### config.mk
export PLATFORM = sky130hd
export DESIGN_NAME = button_array
export DESIGN_NICKNAME = d
export VERILOG_FILES = /design/src/rtl/button_array.sv
export SDC_FILE = /design/constraint.sdc
export NUM_CORES = 1
export LEC_CHECK = 0
export CORE_MARGIN = 8
export CORE_UTILIZATION = 55
export DETAILED_ROUTE_END_ITERATION = 7
export PLACE_DENSITY = 0.78
export SETUP_SLACK_MARGIN = 0.4
export SYNTH_ARGS = -nofsm -noshare
export SYNTH_HDL_FRONTEND = slang
export SYNTH_SLANG_ARGS = --single-unit
### constraint.sdc
create_clock -name clock -period 2.37 [get_ports clock]
set_clock_uncertainty 0.15 [all_clocks]
set_input_delay 0.237 -clock clock [delete_from_list [all_inputs] [get_ports clock]]
set_output_delay 0.237 -clock clock [all_outputs]
set_load 0.005 [all_outputs]
### src/rtl/button_array.sv
// button_array: multi-channel synchronised, debounced push-button front end with
// one-cycle press/release pulses and an optional long-press pulse per channel.
module button_array #(
   parameter int CHANNELS          = 4,
   parameter int DEBOUNCE_CYCLES   = 16,
   parameter int LONG_PRESS_CYCLES = 0,
   parameter bit ACTIVE_LOW        = 1
) (
   input  logic                clock,
   input  logic                reset,
   input  logic [CHANNELS-1:0] button_value,
   output logic [CHANNELS-1:0] pressed,
   output logic [CHANNELS-1:0] press_detected,
   output logic [CHANNELS-1:0] release_detected,
   output logic [CHANNELS-1:0] long_press_detected
);
   localparam int   CW   = $clog2(DEBOUNCE_CYCLES + 1);
   localparam logic IDLE = ACTIVE_LOW ? 1'b1 : 1'b0;
   logic [CHANNELS-1:0] sync1, sync2, level;
   assign level = ACTIVE_LOW ? ~sync2 : sync2;
   always_ff @(posedge clock or negedge reset)
      if (!reset) begin
         sync1 <= {CHANNELS{IDLE}};
         sync2 <= {CHANNELS{IDLE}};
      end else begin
         sync1 <= button_value;
         sync2 <= sync1;
      end
   for (genvar i = 0; i < CHANNELS; i++) begin : g_ch
      logic [CW-1:0] count;
      logic          held, press_q, release_q, accept;
      assign accept              = (level[i] != held) && (count == CW'(DEBOUNCE_CYCLES - 1));
      assign pressed[i]          = held;
      assign press_detected[i]   = press_q;
      assign release_detected[i] = release_q;
      // any sample matching the accepted level restarts the stability count
      always_ff @(posedge clock or negedge reset)
         if (!reset) begin
            count     <= '0;
            held      <= 1'b0;
            press_q   <= 1'b0;
            release_q <= 1'b0;
         end else begin
            count     <= (level[i] == held || accept) ? '0 : count + CW'(1);
            held      <= accept ? level[i] : held;
            press_q   <= accept & level[i];
            release_q <= accept & ~level[i];
         end
      if (LONG_PRESS_CYCLES > 0) begin : g_long
         localparam int HW = $clog2(LONG_PRESS_CYCLES + 1);
         logic [HW-1:0] hold;
         logic          long_q;
         assign long_press_detected[i] = long_q;
         // a release accepted on the threshold edge suppresses the long-press pulse
         always_ff @(posedge clock or negedge reset)
            if (!reset) begin
               hold   <= '0;
               long_q <= 1'b0;
            end else begin
               hold   <= (!held || accept) ? '0 : (hold == HW'(LONG_PRESS_CYCLES)) ? hold : hold + HW'(1);
               long_q <= held && !accept && (hold == HW'(LONG_PRESS_CYCLES - 1));
            end
      end else begin : g_no_long
         assign long_press_detected[i] = 1'b0;
      end
   end
endmodule

==> Word-level counts from Yosys, hierarchy flattened <==
Index checks and enable logic that the tools add are counted.
{ "classes": {"n_bitwise": 13, "n_eq_ne": 12, "n_addsub": 4, "reduce_logical": 8, "muxes": 4} }
{ "op_table": {"columns": ["operator", "count"], "rows": [
  ["5-bit by 1-bit adder with 5-bit output, second input constant", 4],
  ["5-bit by 4-bit == test with 1-bit output, second input constant", 4],
  ["5-bit two-way mux", 4],
  ["1-bit bitwise AND", 8],
  ["1-bit == test", 4],
  ["1-bit logical AND", 4],
  ["1-bit logical OR", 4],
  ["1-bit != test", 4],
  ["1-bit inverter", 4],
  ["4-bit inverter", 1]
]} }
{ "word_totals": {"ff_bits": 40, "output_inout_bits": 16} }

==> Logic depth before layout (Yosys ltp) <==
{ "logic_depth": {"word_depth": 5, "ltp_mapped": 5} }

==> Worst setup path after synthesis <==
No wires, ideal clock.
{ "synth_path": {"kind": "register to register", "startpoint": "register g_ch[0].count[0]", "endpoint": "register g_ch[0].count[3]", "synth_period_minus_slack_ps": 1528, "setup_time_ps": 96, "arrival_time_ps": 1283, "path_buffers": 0, "slack_ps": 842, "path_stages_with_launch": 6, "cell_sequence": "dfrtp_1 ha_1 and3_1 ha_1 o21bai_1 nor4_2"} }
{ "synth_via": {"elab_chain_cells": 4, "word_cells_on_any_way": 5, "classes_between": "add/sub: 1; eq/ne: 1; mux: 1; reduce/logical: 2"} }
{ "synth_rtl": {"columns": ["item", "line_no", "text"], "rows": [
  ["start, declared", "30", "logic [CW-1:0] count;"],
  ["start signal, assigned", "44", "count <= (level[i] == held || accept) ? '0 : count + CW'(1);"],
  ["parallel branches: the longest is 3 deep, another holds 5-bit by 1-bit adder with 5-bit output", null, null],
  ["5-bit two-way mux (*)", "44", null]
]} }
Every way passes the cells marked *.
A chain may end at the register's enable or synchronous reset.

==> Worst setup path in the final report <==
{ "layout_path": {"startpoint": "register g_ch[2].held", "endpoint": "output pressed[2]"} }
{ "layout_rtl": {"columns": ["item", "line_no", "text"], "rows": [
  ["start, declared", "31", "logic held, press_q, release_q, accept;"],
  ["start signal, assigned", "45", "held <= accept ? level[i] : held;"],
  ["end, declared", "12", "output logic [CHANNELS-1:0] pressed,"]
]} }
No word-level cell between the ends.

==> metrics.log <==
[metrics] routed len/inst: roughly 14 um
[metrics] proportion of layout cells with a drive suffix above 1: between 10% and 20%
[metrics] Vias: 998
[metrics] grt total ovfl: 0
[metrics] arrival time of the worst setup path: around 1300 ps
[metrics] reg2reg end: g_ch[2].count[3]$_DFF_PN0_
[metrics] Synth-to-Final Area Change: 11.4%
[metrics] Worst EP required: 1980 ps
[metrics] Die Wd: just over 70 um
[metrics] Final Hold Vio Count: 0
[metrics] Clock Sinks: 40
[metrics] cell area after placement: 1840 um^2
[metrics] cell with the most instances after synthesis: sky130_fd_sc_hd__dfrtp_1
[metrics] Synth top area share: a little under half
[metrics] via count of the first global-routing pass: roughly 1,000
[metrics] sequential share of the synthesized area: between 50% and 60%
[metrics] Slowest cell on crit path: sky130_fd_sc_hd__clkdlybuf4s50_1
[metrics] Post-synth top flop: sky130_fd_sc_hd__dfrtp_1
[metrics] Layout Cell Area excl Fill: 1920 um^2
[metrics] nature of the critical path endpoint: output pin
[metrics] Detail Placement HPWL: about 1.9 mm
[metrics] antenna violations before repair: 0
[metrics] setup slack of the most critical reg-to-reg path: 690 ps
[metrics] Crit path largest cell delay: 550 ps
[metrics] post-synthesis cell type with the largest combined area: sky130_fd_sc_hd__dfrtp_1
[metrics] area of the die: 5190 um^2
[metrics] global-route wire length before repair: 4.40 mm
[metrics] maximum number of pins on one net before global-route repair: 41
[metrics] worst-case headroom to the max-slew limit: about 44%
[metrics] DRC violations left: 0
[metrics] worst vdd ir: 0.354 mV
[metrics] number of design-rule violations left by the first detailed-router iteration: 27
[metrics] sequence of cells on the critical path: clkdlybuf4s50_1
[metrics] number of vias per cell after detailed routing: 5.25
[metrics] clock latency reported for the late side of the worst-skew pair: 340 ps
[metrics] cells taking the most area after synthesis: sky130_fd_sc_hd__dfrtp_1, sky130_fd_sc_hd__dfstp_2, sky130_fd_sc_hd__ha_1, sky130_fd_sc_hd__buf_4, sky130_fd_sc_hd__nor3_1
[metrics] clock tree from TritonCTS: done
[metrics] Hold Path Origin: button_value[0]
[metrics] worst slew pin tran: approximately 840 ps
[metrics] maximum clock insertion buffer count: 2
[metrics] cell at the root of the clock tree: sky130_fd_sc_hd__clkbuf_4
[metrics] most numerous cell types in the synthesized netlist: sky130_fd_sc_hd__dfrtp_1, sky130_fd_sc_hd__buf_4, sky130_fd_sc_hd__ha_1, sky130_fd_sc_hd__nor3_1
[metrics] clock-pin slew reported for the worst setup and hold paths after clock tree synthesis: 110 ps
[metrics] end of the worst hold path: sync1[0]$_DFF_PN1_
[metrics] mean cell area of the mapped netlist: 13.0 um^2
[metrics] worst-case reg-to-reg path depth: 5
[metrics] total negative slack: 0 ps
[metrics] setup repair after global routing missed its margin: false
[metrics] async set or reset register ratio after synthesis: between 90% and 100%
[metrics] number of warnings issued by yosys: 0
[metrics] CP bufs+invs: 1
[metrics] hold path depth: 1
[metrics] depth of the CTS H-tree: 2
[metrics] number of diodes: 0
[metrics] type of element launching the critical path: flop
[metrics] GRT Total Usage: 11.1%
[metrics] # port buffers: 17
[metrics] post-synthesis instance total: 133
[metrics] sequential cell area: between 1000 and 1500 um^2
[metrics] number of fillers in the final layout: 225
[metrics] post-layout net count: 163
[metrics] synthesis-stage register bit count: 40
[metrics] Crit Path Class: flop to output pin
[metrics] final setup violation count: 0
[metrics] pwr dens: between 600 and 700 nW/um^2
[metrics] cell family with the largest share of critical-path delay: buffers and inverters
[metrics] Final Cycle Share: 72.8%
[metrics] area of the mapped netlist: 1730 um^2
[metrics] number of iterations in the first detailed-routing pass: 4
[metrics] floorplan core area: a little over 3000 um^2
[metrics] max-cap violations: 0
[metrics] Yosys cell types: 18
[metrics] LEAKAGE: between 0.8 and 0.9 nW
[metrics] critical register-to-register path startpoint: g_ch[2].count[0]$_DFF_PN0_
[metrics] highest clock rate: 0.580 GHz
[metrics] hold crit path type: input port to flop
[metrics] area of the multi-input gates: 581 um^2
[metrics] final number of max-transition violations: 0
[metrics] worst path setup slack after routing: 645 ps
[metrics] total detailed-routing wirelength: between 2 and 3 mm
[metrics] number of flops mapped to enable cells by yosys: 0
[metrics] Final Wtd Congestion: 0.769
[metrics] Place WS: 696 ps
[metrics] antenna viol nets, final: 0
[metrics] Initial Util: 57.0%
[metrics] height of the die: a little over 70 um
[metrics] number of primary I/O pins: 22
[metrics] final critical path time including I/O delays and setup: between 1500 and 2000 ps
[metrics] num rows: 20
[metrics] total CTS buffers: 5
[metrics] maximum fanout count along the critical path: 5
[metrics] run status: finished clean
==> layout make-up <==
class / count / share of cell area [%]
multi-input combinational: 73 / 30.2
sequential: 40 / 52.5
inverter: 7 / 1.37
clock buffer: 6 / 2.15
timing repair buffer: 18 / 9.10
clock inverter: 2 / 1.82
tap: 44 / 2.86
==> through the flow <==
| step | hold WS [ps] | total power, W | util (%) | instances |
|---|---|---|---|---|
| after floorplan | -209 | 0.000780 | - | 136 |
| after global placement | 197 | 0.000801 | 60.7 | 181 |
| after detailed placement | 199 | 0.000810 | 60.7 | 181 |
| after CTS | 124 | 0.00125 | 63.6 | 190 |
| after global routing | 122 | 0.00129 | 63.6 | 190 |
| final | 141 | 0.00123 | 63.6 | 190 |
==> cells in the final DEF (no fill, tap or decap), drive strengths merged, types with 3 or more instances in the layout <==
cell and n:
inv 7, clkbuf 6, xnor2 4, xor2 4, nor3b 8, conb 4, nor4 4, and4 4
dfrtp 32, dfstp 8, clkdlybuf4s50 16, a21oi 5, ha 12, nor3 12, and3 8, mux2i 3
o21bai 4
==> repair_timing <==
| item | CTS | global route |
|---|---|---|
| setup buffers | 0 | 0 |
| gates resized for setup | 0 | 0 |
| hold buffers | 1 | 0 |
| setup endpoints to repair | 0 | 0 |
| endpoints found under the hold margin | 32 | 0 |
==> worst max path at each step <==
| stage | startpoint | end | slack [ps] | cells after the start |
|---|---|---|---|---|
| 6_report | g_ch[2].held$_DFFE_PN0P_ | pressed[2] | 650 | 1 |
| 5_1_grt | g_ch[2].held$_DFFE_PN0P_ | pressed[2] | 580 | 1 |
| 4_1_cts | g_ch[2].held$_DFFE_PN0P_ | pressed[2] | 630 | 1 |
| 3_5_place_dp | g_ch[3].count[0]$_DFF_PN0_ | g_ch[3].count[3]$_DFF_PN0_ | 700 | 5 |
| 3_3_place_gp | g_ch[3].count[0]$_DFF_PN0_ | g_ch[3].count[3]$_DFF_PN0_ | 770 | 5 |
| 2_1_floorplan | g_ch[0].count[0]$_DFF_PN0_ | g_ch[0].count[3]$_DFF_PN0_ | 840 | 5 |
==> where the power goes <==
group,internal (W),switching [W]
clock,0.000221,0.000212
combinational,0.0000294,0.0000365
sequential,0.000711,0.0000208
==> registers in the layout, summed over array words and instances (netlist names) <==
register / cells
g_ch.press_q: 4
sync1: 4
g_ch.release_q: 4
sync2: 4
g_ch.count: 20
g_ch.held: 4
==> routing by layer <==
layer	share of wire, %	track usage, %	vias up
li1	-	-	462
met3	7.7	5.37	7
met5	0	0	-
met2	52	19.0	32
met4	2.2	6.58	0
met1	38	10.4	497
==> worst register-to-register path, cell delays in order (launching register included) <==
cell and delay, ps:
sky130_fd_sc_hd__dfrtp_1 420, sky130_fd_sc_hd__ha_1 230, sky130_fd_sc_hd__and3_1 210, sky130_fd_sc_hd__ha_1 240, sky130_fd_sc_hd__o21bai_1 200, sky130_fd_sc_hd__nor4_2 140
==> logic make-up (layout without fill, tap and decap cells) <==
group | after synthesis | count (layout) | synth area share (%)
adder cells (fa/ha/maj) | 12 | 12 | 8.70
AND/OR/NAND/NOR | 37 | 37 | 15.1
buffers and inverters | 23 | 33 | 8.48
AO/OA/AOI/OAI | 9 | 9 | 3.19
flip-flops | 40 | 40 | 58.6
other | 1 | 4 | 0.217
multiplexers | 3 | 3 | 1.74
XOR/XNOR | 8 | 8 | 4.06
Note: power is estimated with default switching activity, not from simulation.
